--- src/rtl/lc3b_branch_predictor_if.sv ---
// ID-query / WB-train bundle between the LC-3b pipeline and its branch predictor.
// The pipeline drives the master side and the predictor sits on the slave side.
interface lc3b_branch_predictor_if #(
  parameter int unsigned CNT_W = 16
);
  logic             iIdBranch;
  logic [15:0]      iIdPC;
  logic             oIdBranchPredicted;
  logic [15:0]      oIdPredTarget;
  logic             iWbBranch;
  logic [15:0]      iWbPC;
  logic             iWbTaken;
  logic [15:0]      iWbTarget;
  logic             iWbMispredict;
  logic [CNT_W-1:0] oPredCount;
  logic [CNT_W-1:0] oMispredCount;

  modport master (
    output iIdBranch, iIdPC, iWbBranch, iWbPC, iWbTaken, iWbTarget, iWbMispredict,
    input  oIdBranchPredicted, oIdPredTarget, oPredCount, oMispredCount
  );

  modport slave (
    input  iIdBranch, iIdPC, iWbBranch, iWbPC, iWbTaken, iWbTarget, iWbMispredict,
    output oIdBranchPredicted, oIdPredTarget, oPredCount, oMispredCount
  );
endinterface

--- src/rtl/lc3b_branch_predictor.sv ---
// LC-3b branch predictor: direct-mapped 2-bit PHT + tagged BTB, trained at WB.
// Optional gshare indexing of the PHT is enabled by defining LC3B_BP_GSHARE_EN.
module lc3b_branch_predictor #(
  parameter int unsigned IDX_BITS = 4,
  parameter int unsigned CNT_W    = 16
) (
  input logic                    clk,
  input logic                    rst_n,
  lc3b_branch_predictor_if.slave bp
);
  localparam int unsigned ENTRIES = 1 << IDX_BITS;
  localparam int unsigned TAG_W   = 15 - IDX_BITS;

  logic [1:0]       pht_q        [ENTRIES];
  logic             btb_valid_q  [ENTRIES];
  logic [TAG_W-1:0] btb_tag_q    [ENTRIES];
  logic [15:0]      btb_target_q [ENTRIES];
  logic [CNT_W-1:0] pred_cnt_q;
  logic [CNT_W-1:0] misp_cnt_q;

  logic [IDX_BITS-1:0] id_bidx;
  logic [IDX_BITS-1:0] id_pidx;
  logic [TAG_W-1:0]    id_tag;
  logic [IDX_BITS-1:0] wb_bidx;
  logic [IDX_BITS-1:0] wb_pidx;
  logic [TAG_W-1:0]    wb_tag;
  logic                id_hit;
  logic                id_pred;
  logic [1:0]          pht_next;

  assign id_bidx = bp.iIdPC[IDX_BITS:1];
  assign id_tag  = bp.iIdPC[15:IDX_BITS+1];
  assign wb_bidx = bp.iWbPC[IDX_BITS:1];
  assign wb_tag  = bp.iWbPC[15:IDX_BITS+1];

`ifdef LC3B_BP_GSHARE_EN
  logic [IDX_BITS-1:0] ghr_q;

  // Lookup and update both hash with the current (pre-shift) history.
  assign id_pidx = id_bidx ^ ghr_q;
  assign wb_pidx = wb_bidx ^ ghr_q;

  always_ff @(posedge clk) begin
    if (!rst_n) begin
      ghr_q <= '0;
    end else if (bp.iWbBranch) begin
      ghr_q <= {ghr_q[IDX_BITS-2:0], bp.iWbTaken};
    end
  end
`else
  assign id_pidx = id_bidx;
  assign wb_pidx = wb_bidx;
`endif

  // Zero-latency lookup; reads registered state, so a same-cycle update is not seen.
  always_comb begin
    id_hit  = btb_valid_q[id_bidx] && (btb_tag_q[id_bidx] == id_tag);
    id_pred = rst_n && bp.iIdBranch && id_hit && pht_q[id_pidx][1];
  end

  assign bp.oIdBranchPredicted = id_pred;
  assign bp.oIdPredTarget      = id_pred ? btb_target_q[id_bidx] : 16'h0000;
  assign bp.oPredCount         = rst_n ? pred_cnt_q : '0;
  assign bp.oMispredCount      = rst_n ? misp_cnt_q : '0;

  // Saturating 2-bit counter step for the retiring branch.
  always_comb begin
    pht_next = pht_q[wb_pidx];
    if (bp.iWbTaken) begin
      if (pht_q[wb_pidx] != 2'd3) pht_next = pht_q[wb_pidx] + 2'd1;
    end else begin
      if (pht_q[wb_pidx] != 2'd0) pht_next = pht_q[wb_pidx] - 2'd1;
    end
  end

  always_ff @(posedge clk) begin
    if (!rst_n) begin
      for (int i = 0; i < ENTRIES; i++) begin
        pht_q[i]       <= 2'd1;
        btb_valid_q[i] <= 1'b0;
      end
      pred_cnt_q <= '0;
      misp_cnt_q <= '0;
    end else if (bp.iWbBranch) begin
      pht_q[wb_pidx] <= pht_next;
      if (bp.iWbTaken) btb_valid_q[wb_bidx] <= 1'b1;
      if (pred_cnt_q != '1) pred_cnt_q <= pred_cnt_q + CNT_W'(1);
      if (bp.iWbMispredict && (misp_cnt_q != '1)) misp_cnt_q <= misp_cnt_q + CNT_W'(1);
    end
  end

  // BTB payload needs no reset: it is only observed behind a valid bit.
  always_ff @(posedge clk) begin
    if (rst_n && bp.iWbBranch && bp.iWbTaken) begin
      btb_tag_q[wb_bidx]    <= wb_tag;
      btb_target_q[wb_bidx] <= bp.iWbTarget;
    end
  end

  logic unused_pc_lsb;
  assign unused_pc_lsb = bp.iIdPC[0] ^ bp.iWbPC[0];
endmodule

--- src/flat_wrapper.sv ---
// flat-port wrapper written by rule: the top's interface ports become plain ports
module lc3b_branch_predictor_flat 
#(
  parameter int unsigned IDX_BITS = 4,
  parameter int unsigned CNT_W    = 16
)
  (clk, rst_n, bp_iIdBranch, bp_iIdPC, bp_iWbBranch, bp_iWbPC, bp_iWbTaken, bp_iWbTarget, bp_iWbMispredict, bp_oIdBranchPredicted, bp_oIdPredTarget, bp_oPredCount, bp_oMispredCount);
  lc3b_branch_predictor_if #(.CNT_W(CNT_W)) bp_i ();
  input logic clk;
  input logic rst_n;
  input wire logic [$bits(bp_i.iIdBranch)-1:0] bp_iIdBranch;
  input wire logic [$bits(bp_i.iIdPC)-1:0] bp_iIdPC;
  input wire logic [$bits(bp_i.iWbBranch)-1:0] bp_iWbBranch;
  input wire logic [$bits(bp_i.iWbPC)-1:0] bp_iWbPC;
  input wire logic [$bits(bp_i.iWbTaken)-1:0] bp_iWbTaken;
  input wire logic [$bits(bp_i.iWbTarget)-1:0] bp_iWbTarget;
  input wire logic [$bits(bp_i.iWbMispredict)-1:0] bp_iWbMispredict;
  output wire logic [$bits(bp_i.oIdBranchPredicted)-1:0] bp_oIdBranchPredicted;
  output wire logic [$bits(bp_i.oIdPredTarget)-1:0] bp_oIdPredTarget;
  output wire logic [$bits(bp_i.oPredCount)-1:0] bp_oPredCount;
  output wire logic [$bits(bp_i.oMispredCount)-1:0] bp_oMispredCount;
  assign bp_i.iIdBranch = bp_iIdBranch;
  assign bp_i.iIdPC = bp_iIdPC;
  assign bp_i.iWbBranch = bp_iWbBranch;
  assign bp_i.iWbPC = bp_iWbPC;
  assign bp_i.iWbTaken = bp_iWbTaken;
  assign bp_i.iWbTarget = bp_iWbTarget;
  assign bp_i.iWbMispredict = bp_iWbMispredict;
  assign bp_oIdBranchPredicted = bp_i.oIdBranchPredicted;
  assign bp_oIdPredTarget = bp_i.oIdPredTarget;
  assign bp_oPredCount = bp_i.oPredCount;
  assign bp_oMispredCount = bp_i.oMispredCount;
  lc3b_branch_predictor #(.IDX_BITS(IDX_BITS), .CNT_W(CNT_W)) u_core (.clk(clk), .rst_n(rst_n), .bp(bp_i));
endmodule
--- config.mk ---
export PLATFORM = sky130hd
export DESIGN_NAME = lc3b_branch_predictor_flat
export DESIGN_NICKNAME = d
export VERILOG_FILES = /design/src/rtl/lc3b_branch_predictor_if.sv /design/src/rtl/lc3b_branch_predictor.sv /design/src/flat_wrapper.sv
export SDC_FILE = /design/constraint.sdc
export NUM_CORES = 1
export LEC_CHECK = 0
export CAP_MARGIN = 40
export CORE_MARGIN = 2
export CORE_UTILIZATION = 30
export DETAILED_ROUTE_END_ITERATION = 10
export PLACE_DENSITY = 0.52
export SLEW_MARGIN = 20
export SYNTH_ARGS = -nofsm -noshare
export SYNTH_HDL_FRONTEND = slang
export SYNTH_SLANG_ARGS = --single-unit
export TNS_END_PERCENT = 100
--- constraint.sdc ---
create_clock -name clk -period 4 [get_ports clk]
set_clock_uncertainty 0.2 [all_clocks]
set_input_delay 0.8 -clock clk [delete_from_list [all_inputs] [get_ports clk]]
set_output_delay 0.8 -clock clk [all_outputs]
set_load 0.01 [all_outputs]
### After elaboration in Yosys (flattened, before gate mapping)

Memory sizes are Yosys's and may differ from the RTL's.
Cells that the tools add are included.

| cells by class | value |
|---|---|
| multiply operators | 0 |
| add/subtract/negate cells | 4 |
| order comparisons | 0 |
| div/mod/pow operators | 0 |
| eq/ne operators | 4 |
| shift-type cells | 0 |
| mux-type cells | 22 |
| reductions and logical operators | 12 |
| bitwise gates (word level) | 0 |

Operator list:

| cell | number |
|---|---|
| 2-to-1 mux 16 bit | 3 |
| adder 16 x 1 -> 16 bit, second input constant | 2 |
| != test 16 bit, second input constant | 2 |
| 2-to-1 mux 1 bit | 13 |
| equality test 11 bit | 1 |
| 2-to-1 mux 2 bit | 4 |
| 2-to-1 mux 4 bit | 2 |
| logical AND 1 bit | 7 |
| AND reduction 2 bit | 2 |
| adder 2 x 1 -> 2 bit, second input constant | 1 |
| != test 2 bit, second input constant | 1 |
| nonzero test 2 bit | 1 |
| OR reduction 2 bit | 1 |
| subtractor 2 x 1 -> 2 bit, second input constant | 1 |
| OR reduction 1 bit | 1 |

| word-level totals | value |
|---|---|
| flip-flop bits (word level) | 32 |
| RAM bits | 480 |
| bits of input ports | 54 |
| bits in read-only memories | 0 |
| word-level logic and storage cells | 48 |
| bits in latches | 0 |
| output and inout bits | 49 |
| memories kept | 4 |

Memory list:

| name | depth | width | rd ports | clocked after Yosys merged registers in | wr ports | line | text |
|---|---|---|---|---|---|---|---|
| u_core.btb_target_q | 16 | 16 | 1 | 0 | 1 | lc3b_branch_predictor.sv:17 | `logic [15:0] btb_target_q [ENTRIES];` |
| u_core.btb_tag_q | 16 | 11 | 1 | 0 | 1 | lc3b_branch_predictor.sv:16 | `logic [TAG_W-1:0] btb_tag_q [ENTRIES];` |
| u_core.pht_q | 16 | 2 | 2 | 0 | 16 | lc3b_branch_predictor.sv:14 | `logic [1:0] pht_q [ENTRIES];` |
| u_core.btb_valid_q | 16 | 1 | 1 | 0 | 16 | lc3b_branch_predictor.sv:15 | `logic btb_valid_q [ENTRIES];` |

### Depth between registers and ports, before layout

Gate-level depths: netlist (run 1).

| depth | value |
|---|---|
| word-level depth | 6 |
| gate-level depth with buffers | 11 |
| mapped depth without buffers | 7 |

### Worst setup path before layout (run 1)

Ideal clock, no wire load.

| timing | value |
|---|---|
| path kind | input to output |
| start point | in bp_iIdPC[1] |
| end point | out bp_oIdPredTarget[10] |
| path slack | 104 ps |
| path buffers | 3 |
| required time | 3000 ps |
| arrival | 2896 ps |
| stages on the path | 8 |
| path through | buf_6 > buf_12 > mux4_2 > mux4_2 > xnor2_2 > o2111ai_4 > buf_6 > nor4_2 |

| on the way | value |
|---|---|
| longest elaborated chain between the ends | 6 |
| elaborated cells on any way between the ends | 9 |
| those cells by class | 1 x eq/ne; 1 x mux; 3 x reduce/logical; 4 x memory |

Ends and longest elaborated chain:

| what | line | text |
|---|---|---|
| start, declared | flat_wrapper.sv:12 | `input wire logic [$bits(bp_i.iIdPC)-1:0] bp_iIdPC;` |
| memory read (16 x 11 bit) | n/a |  |
| equality test 11 bit | lc3b_branch_predictor.sv:57 | `id_hit = btb_valid_q[id_bidx] && (btb_tag_q[id_bidx] == id_tag);` |
| logical AND 1 bit | lc3b_branch_predictor.sv:57 |  |
| logical AND 1 bit (2 in a row) | lc3b_branch_predictor.sv:58 | `id_pred = rst_n && bp.iIdBranch && id_hit && pht_q[id_pidx][1];` |
| 2-to-1 mux 16 bit (*) | lc3b_branch_predictor.sv:62 | `assign bp.oIdPredTarget = id_pred ? btb_target_q[id_bidx] : 16'h0000;` |
| end, declared | flat_wrapper.sv:19 | `output wire logic [$bits(bp_i.oIdPredTarget)-1:0] bp_oIdPredTarget;` |

Every way passes the cells marked *; elsewhere a longest branch is shown, timed or not.

### Worst setup path after layout (run 1)

| timing | value |
|---|---|
| start point | in bp_iIdPC[1] |
| end point | out bp_oIdBranchPredicted |

| on the way | value |
|---|---|
| longest elaborated chain between the ends | 5 |
| elaborated cells on any way between the ends | 7 |
| those cells by class | 1 x eq/ne; 3 x reduce/logical; 3 x memory |

Ends and longest elaborated chain:

| what | line | text |
|---|---|---|
| memory read (16 x 11 bit) | n/a |  |
| equality test 11 bit | lc3b_branch_predictor.sv:57 |  |
| logical AND 1 bit | lc3b_branch_predictor.sv:57 |  |
| logical AND 1 bit | lc3b_branch_predictor.sv:58 |  |
| logical AND 1 bit (*) | lc3b_branch_predictor.sv:58 |  |
| end, declared | flat_wrapper.sv:18 | `output wire logic [$bits(bp_i.oIdBranchPredicted)-1:0] bp_oIdBranchPredicted;` |

Marked as above.

==> impl_metrics.json, run 1 <==
{
  "status": "finished, violations left",
  "violations": "setup timing",
  "cts_tree": "yes",
  "start_util": 0.3024,
  "grt_antenna_before_repair": 2,
  "period_minus_slack_ns": 4.015,
  "htree_levels": 2,
  "cp-end-kind": "output pin",
  "slew_headroom": 0.5560,
  "first_global_vias": 11230,
  "grt_max_degree": 38,
  "maxCapViolations": 0,
  "yosys_warnings": 0,
  "fmaxAchievable_mhz": 249.0,
  "synth_area_per_cell_um2": 18.65,
  "core_um2": 68470,
  "crit_fanout": 17,
  "finalSetupViolCount": 3,
  "overflow": 0,
  "rsz0062_at_grt": "true",
  "fill_cells": 6316,
  "synth_cell_type_count": 50,
  "placedInstanceArea_um2": 23570,
  "grt_pass1_wl_mm": 75.04,
  "seq_area_frac_synth": 0.7194,
  "drive_above_1_share": 0.2803,
  "drt_iter0_drc": 877,
  "cts_made_buffers": 53,
  "dpl.hpwl_mm": 29.26,
  "instances_no_fill": 2234,
  "synth_edf_count": 464,
  "layout_common_cells": "464 x edfxtp_1, 134 x mux4_2, 78 x clkdlybuf4s50_1",
  "fp-row-count": 96,
  "vias": 10900,
  "synth_async_sr_flop_share": 0,
  "hold_ws_ns": 0.2549,
  "cts-root-buf": "clkbuf_16",
  "worstSetupPathType": "primary input to output pin",
  "placed_cells": 2115,
  "die_area_um2": 71130,
  "final_nets": 1365,
  "wl_mm": 51.01,
  "finalCritPeriodShare": 1.004,
  "total_leakage_power_nw": 8.286,
  "design_area_um2": 25640,
  "final_antenna_net_count": 0,
  "ioPinCount": 103,
  "synth_seq_cells": 512,
  "drc": 0,
  "cp-start-kind": "primary input",
  "post-route-worst-setup-slack_ns": -0.01539,
  "drt_pass1_iterations": 5,
  "syn2layout_area_growth_pct": 23.84,
  "clock_path_buffers": 3,
  "ir_drop_mv": 0.2766,
  "slew_violations": 0,
  "place_congestion": 0.7526,
  "clk_pin_slew_ns": 0.06,
  "hold_viol": 0,
  "crit_arrival_ns": 3.02,
  "power.density_nw_per_um2": 441.6,
  "cp.required_ns": 3.00,
  "track_usage": 0.1441,
  "clk_latency_ns": 0.60,
  "synth_fp_nets": 1166,
  "seqCellArea_um2": 14890,
  "final_util": 0.3745,
  "netlist_area_um2": 20700,
  "final_common_cell": "edfxtp_1",
  "vias_per_cell": 4.880,
  "synth_cells": 1110,
  "port_buffers": 100,
  "numClockSinks": 512,
  "die_w_um": 266.7,
  "die_h_um": 266.7,
  "hp-class": "flop to flop",
  "diodes": 0,
  "multiInputGateArea_um2": 5737,
  "worst_pin_slew_ns": 0.6620,
  "wire_per_inst_um": 22.83,
  "synthFlopType": "edfxtp_1"
}
[per-stage QoR]
stage / power, mW / TNS [ns] / worst slack (ns)
floorplan: 6.369 / 0 / 0.1038
global placement: 6.672 / -8.698 / -0.5512
detailed placement: 6.684 / -8.981 / -0.5878
CTS: 11.43 / -0.03607 / -0.01306
global route: 11.71 / -1.745 / -0.1342
finish: 11.32 / -0.02800 / -0.01539
[cell usage after synthesis, drive strengths merged, types with 9 or more instances]
master	count	area, um2
edfxtp	464	13930
mux4	134	3018
nand2	76	285.3
nor2	70	262.8
dfxtp	48	960.9
buf	36	225.2
xnor2	35	314.1
nand3	33	165.2
and2	32	200.2
clkbuf	22	82.58
mux2i	22	220.2
nor4	18	181.4
a21o	16	120.1
xor2	11	96.34
a21oi	10	50.05
o21ai	9	45.04
[report_power, final]
group | switching (mW) | internal (mW)
clock network | 2.06 | 2.61
logic | 0.395 | 0.362
registers | 0.0160 | 5.87
total | 2.47 | 8.85
[critical path: stages]
cell	delay, ns
buf_16	0.11
buf_4	0.12
buf_4	0.13
mux4_2	0.51
mux2i_2	0.19
xnor2_1	0.14
nor4_2	0.20
a31oi_2	0.16
buf_12	0.19
nor4b_2	0.28
buf_2	0.18
[kinds of logic after synthesis]
group	Yosys count	synth area share
DFF	512	0.7194
and+or+nand+nor	268	0.06545
muxes	158	0.1575
buffers and inverters	69	0.01686
AOI/OAI and AO/OA	53	0.01880
xor gates and xnor gates	46	0.01982
adders and majority gates	4	0.002175
[area by class of cell]
cell class                      count  area share
Clock buffer                       67     0.05461
Timing Repair Buffer              202     0.08677
Tap cell                          882     0.04304
Inverter                           11    0.001610
Clock inverter                     31    0.009321
Sequential cell                   512      0.5809
Multi-Input combinational cell    529      0.2237
[flip-flops by register name, indices dropped and copies added, names as in the netlist]
| signal | count |
|---|---|
| u_core.btb_tag_q | 176 |
| u_core.pht_q | 32 |
| u_core.btb_valid_q | 16 |
| u_core.misp_cnt_q | 16 |
| u_core.btb_target_q | 256 |
| u_core.pred_cnt_q | 16 |
[path summary, 6_finish.rpt]
check | start | endpoint | slack [ns] | cells after the start
worst max register to register | u_core.pred_cnt_q[0] | u_core.pred_cnt_q[14] | 1.31 | 7
worst max-delay path | bp_iIdPC[1] | bp_oIdBranchPredicted | -0.02 | 11
worst min register to register | u_core.btb_valid_q[15] | u_core.btb_valid_q[15] | 0.25 | 1
worst min-delay path | u_core.btb_valid_q[15] | u_core.btb_valid_q[15] | 0.25 | 1
[routing by layer]
layer  GRT usage  wire length (um)
met4     0.03204               973
met1      0.2035             23250
met2      0.2318             24220
met3     0.02620              2554
met5           0                16
[timing repair]
item                       in CTS  in global routing
hold buffers                    0                  0
hold endpoints to repair        0                  0
gates resized for setup       106                  7
pin swaps                       7                  7
setup endpoints to repair      17                 17
setup buffers                   2                 13
cloned                          3                  3
Power figures use the tool's default switching activity.
==> inputs of run 2 (changes only) <==
CORE_MARGIN = 3   (was 2)
==> impl_metrics.json, run 2 (synthesized netlist as in run 1, its figures left out) <==
{
  "status": "finished, violations left",
  "violations": "setup timing",
  "crit_fanout": 6,
  "drt_pass1_iterations": 5,
  "final_util": 0.3789,
  "worst_pin_slew_ns": 0.6406,
  "placed_cells": 2112,
  "largest_reg_flops": 256,
  "maxCapViolations": 0,
  "place_congestion": 0.7258,
  "grt_max_degree": 66,
  "period_minus_slack_ns": 4.168,
  "final_nets": 1362,
  "htree_levels": 2,
  "wl_mm": 50.85,
  "core_um2": 67750,
  "cts_tree": "yes",
  "final_common_cell": "edfxtp_1",
  "cp.required_ns": 3.00,
  "clock_path_buffers": 3,
  "start_util": 0.3056,
  "placedInstanceArea_um2": 23620,
  "ir_drop_mv": 0.3229,
  "wire_per_inst_um": 22.89,
  "instances_no_fill": 2222,
  "drt_iter0_drc": 874,
  "fp-row-count": 95,
  "finalSetupTns_ns": -2.224,
  "post-place-ws_ns": -0.7023,
  "track_usage": 0.1434,
  "slew_headroom": 0.5703,
  "ioPinCount": 103,
  "grt_antenna_before_repair": 1,
  "cp_top_family": "buffers and inverters",
  "clk_latency_ns": 0.59,
  "power.density_nw_per_um2": 450.4,
  "crit_buf_inv": 7,
  "slowest_stage": "or4_4",
  "cts-root-buf": "clkbuf_16",
  "layout_common_cells": "464 x edfxtp_1, 134 x mux4_2, 78 x clkdlybuf4s50_1",
  "finalCritPeriodShare": 1.042,
  "numClockSinks": 512,
  "die_w_um": 268.7,
  "post-route-worst-setup-slack_ns": -0.1680,
  "path_cells": "buf_12 > buf_12 > buf_8 > mux4_2 > xor2_2 > or4_4 > o211ai_4 > buf_12 > buf_6 > buf_6 > nand2_1 > nor4_1 > buf_2",
  "hold_viol": 0,
  "fmaxAchievable_mhz": 239.9,
  "vias": 10880,
  "dpl.hpwl_mm": 28.47,
  "cts_hold_buffers": 0,
  "final_antenna_net_count": 0,
  "drc": 0,
  "clk_pin_slew_ns": 0.06,
  "hp-class": "flop to flop",
  "syn2layout_area_growth_pct": 24.00,
  "drive_above_1_share": 0.2832,
  "total_leakage_power_nw": 8.378,
  "vias_per_cell": 4.894,
  "reg_top3": "u_core.btb_target_q x256, u_core.btb_tag_q x176, u_core.pht_q x32",
  "cpMostUsedCell": "buf_12",
  "first_global_vias": 11490,
  "die_area_um2": 72200,
  "critical_path.max_stage_delay_ns": 0.52,
  "cts_made_buffers": 54,
  "power_mw": 11.56,
  "diodes": 0,
  "die_h_um": 268.7,
  "grt_pass1_wl_mm": 76.10,
  "finalSetupViolCount": 17,
  "design_area_um2": 25670,
  "cp-end-kind": "output pin",
  "largest_register": "u_core.btb_target_q",
  "slew_violations": 0,
  "worstSetupPathType": "primary input to output pin",
  "crit_arrival_ns": 3.17,
  "hold_ws_ns": 0.2520,
  "cp-start-kind": "primary input",
  "port_buffers": 100,
  "overflow": 0,
  "rsz0062_at_grt": "true"
}
[run 2: final timing paths]
kind	from	to	slack, ns	depth (start not counted)
worst max-delay path	bp_iIdPC[1]	bp_oIdPredTarget[1]	-0.17	13
worst min-delay path	u_core.btb_valid_q[1]	u_core.btb_valid_q[1]	0.25	1
worst min register to register	u_core.btb_valid_q[1]	u_core.btb_valid_q[1]	0.25	1
worst max register to register	u_core.pred_cnt_q[0]	u_core.pred_cnt_q[14]	1.39	7
[run 2: cell type report]
class	instances	area (um2)
tap	873	1092
timing repair buffer	198	2148
inverter	11	42.54
clock buffer	68	1425
multi-input combinational	529	5769
clock inverter	31	300.3
sequential	512	14890
fill	6232	42080
[run 2: worst register-to-register path, stage by stage, from the launching register on]
cell and delay [ns]:
dfxtp_1 0.34, ha_1 0.21, and2_1 0.19, and4_1 0.26, a21oi_1 0.48, nand4_1 0.31, or3_1 0.41, a21oi_1 0.13
[run 2: timing repair]
action,in CTS,in global routing
gates cloned,3,0
setup buffers,6,3
setup endpoints to repair,17,17
pin swaps,7,7
gates resized for setup,110,14
[run 2: layer usage]
metal,global-route usage,wire [um],vias to the layer above
met3,0.02710,2292,75
met1,0.1954,22540,5711
met2,0.2383,25020,260
met4,0.03533,983,2
li1,-,-,4827
met5,0,13,-
[run 2: power by group]
group	internal [mW]	switching [mW]	leakage, nW
Sequential	5.87	0.0170	4.56
Combinational	0.351	0.394	2.98
Clock	2.90	2.03	0.845
Total	9.12	2.44	8.38
==> inputs of run 3 (changes only) <==
CTS_BUF_LIST = sky130_fd_sc_hd__clkbuf_8   (was default)
==> impl_metrics.json, run 3 (synthesized netlist as in run 1, its figures left out) <==
{
  "htree_levels": 3,
  "port_buffers": 100,
  "largest_reg_flops": 256,
  "hold_viol": 0,
  "diodes": 0,
  "power.density_nw_per_um2": 433.1,
  "clock_path_buffers": 3,
  "largest_register": "u_core.btb_target_q",
  "drc": 0,
  "crit_arrival_ns": 3.20,
  "finalSetupViolCount": 17,
  "busiest_layer": "met2",
  "clk_pin_slew_ns": 0.06,
  "die_h_um": 268.7,
  "status": "finished, violations left",
  "crit_fanout": 6,
  "slew_violations": 0,
  "instances_no_fill": 2285,
  "hp-class": "flop to flop",
  "core_um2": 67750,
  "period_minus_slack_ns": 4.198,
  "start_util": 0.3056,
  "fp-row-count": 95,
  "power_mw": 11.07,
  "placed_cells": 2112,
  "drive_above_1_share": 0.2904,
  "grt_pass1_wl_mm": 77.21,
  "cp-end-kind": "output pin",
  "grt_util_met1": 0.1916,
  "cp.required_ns": 3.00,
  "fmaxAchievable_mhz": 238.2,
  "worst_pin_slew_ns": 0.6424,
  "worstSetupPathType": "primary input to output pin",
  "wl_mm": 51.84,
  "finalCritPeriodShare": 1.049,
  "layout_common_cells": "464 x edfxtp_1, 134 x mux4_2, 92 x clkbuf_8",
  "cts_tree": "yes",
  "cts_made_buffers": 89,
  "first_global_vias": 11870,
  "ir_drop_mv": 0.1969,
  "reg_top3": "u_core.btb_target_q x256, u_core.btb_tag_q x176, u_core.pht_q x32",
  "vias_per_cell": 4.840,
  "cts-root-buf": "clkbuf_8",
  "wire_per_inst_um": 22.69,
  "vias": 11060,
  "final_antenna_net_count": 0,
  "overflow": 0,
  "dpl.hpwl_mm": 28.47,
  "die_w_um": 268.7,
  "drt_iter0_drc": 724,
  "syn2layout_area_growth_pct": 23.43,
  "place_congestion": 0.7258,
  "total_leakage_power_nw": 8.467,
  "clk_latency_ns": 0.67,
  "cp-start-kind": "primary input",
  "met3_usage": 0.03714,
  "rsz0062_at_grt": "true",
  "maxCapViolations": 0,
  "track_usage": 0.1462,
  "drt_pass1_iterations": 5,
  "cts_hold_buffers": 0,
  "violations": "setup timing",
  "slew_headroom": 0.5691,
  "die_area_um2": 72200,
  "grt_util_met2": 0.2433,
  "final_nets": 1394,
  "final_common_cell": "edfxtp_1",
  "ioPinCount": 103,
  "numClockSinks": 512,
  "post-route-worst-setup-slack_ns": -0.1978,
  "grt_max_degree": 66,
  "grt_antenna_before_repair": 1
}
## run 3: cell types whose count changed in the layout (fill, tap and decap cells not counted), sizes merged
cell,delta
clkbuf,+23
buf,-2
clkinvlp,+2
inv,+33
clkinv,+11
bufinv,-4
## run 3: timing repair
item,in CTS,in global routing
setup buffers,6,0
pin swaps,7,5
setup endpoints to repair,17,17
gates cloned,3,0
gates resized for setup,112,9
endpoints found under the hold margin,0,0
## run 3: metrics by stage
| stage | util | TNS [ns] | hold WS, ns | setup slack [ns] | area [um2] |
|---|---|---|---|---|---|
| 6_report | 0.3772 | -2.549 | 0.2522 | -0.1978 | 25550 |
| 5_1_grt | 0.3772 | -4.159 | 0.2762 | -0.2746 | 25550 |
| 4_1_cts | 0.3767 | -3.360 | 0.2558 | -0.2199 | 25520 |
| 3_5_place_dp | 0.3486 | -10.48 | 0.2422 | -0.7023 | 23620 |
| 3_3_place_gp | 0.3486 | -10.40 | 0.2361 | -0.6665 | 23620 |
| 2_1_floorplan | - | 0 | 0.2302 | 0.1038 | 20700 |
## run 3: layout make-up
class                   count  area [um2]
multi-input cells         529        5764
clock buffers              92        1266
fillers                  6272       42200
well taps                 873        1092
flip-flops and latches    512       14890
repair buffers            195        2107
clock inverters            73       387.9
inverters                  11       42.54
## run 3: path summary, 6_finish.rpt
check             slack, ns  cells past startpoint                  start               endpoint
hold reg to reg        0.25                      1  u_core.btb_valid_q[1]  u_core.btb_valid_q[1]
setup / recovery      -0.20                     12            bp_iIdPC[1]    bp_oIdPredTarget[4]
hold / removal         0.25                      1  u_core.btb_valid_q[1]  u_core.btb_valid_q[1]
setup reg to reg       1.40                      7   u_core.pred_cnt_q[0]  u_core.pred_cnt_q[14]
## run 3: critical path, cell delays in order
cell and delay [ns]:
buf_12 0.11, buf_12 0.11, buf_8 0.10, mux4_2 0.51
xor2_2 0.16, or4_4 0.52, o211ai_4 0.10, buf_12 0.15
buf_8 0.12, nand2_4 0.06, nor4_4 0.27, buf_2 0.17
## run 3: power breakdown
part | internal, mW | leakage (nW) | total [mW] | switching, mW
Clock | 2.28 | 0.952 | 4.43 | 2.15
Combinational | 0.346 | 2.96 | 0.739 | 0.393
Sequential | 5.88 | 4.56 | 5.89 | 0.0170
## run 3: routing by layer
metal  share of wire  vias to the layer above
met5         0.00025                        -
li1                -                     4910
met4           0.019                        2
met3           0.055                       87
met2            0.49                      280
met1            0.43                     5781
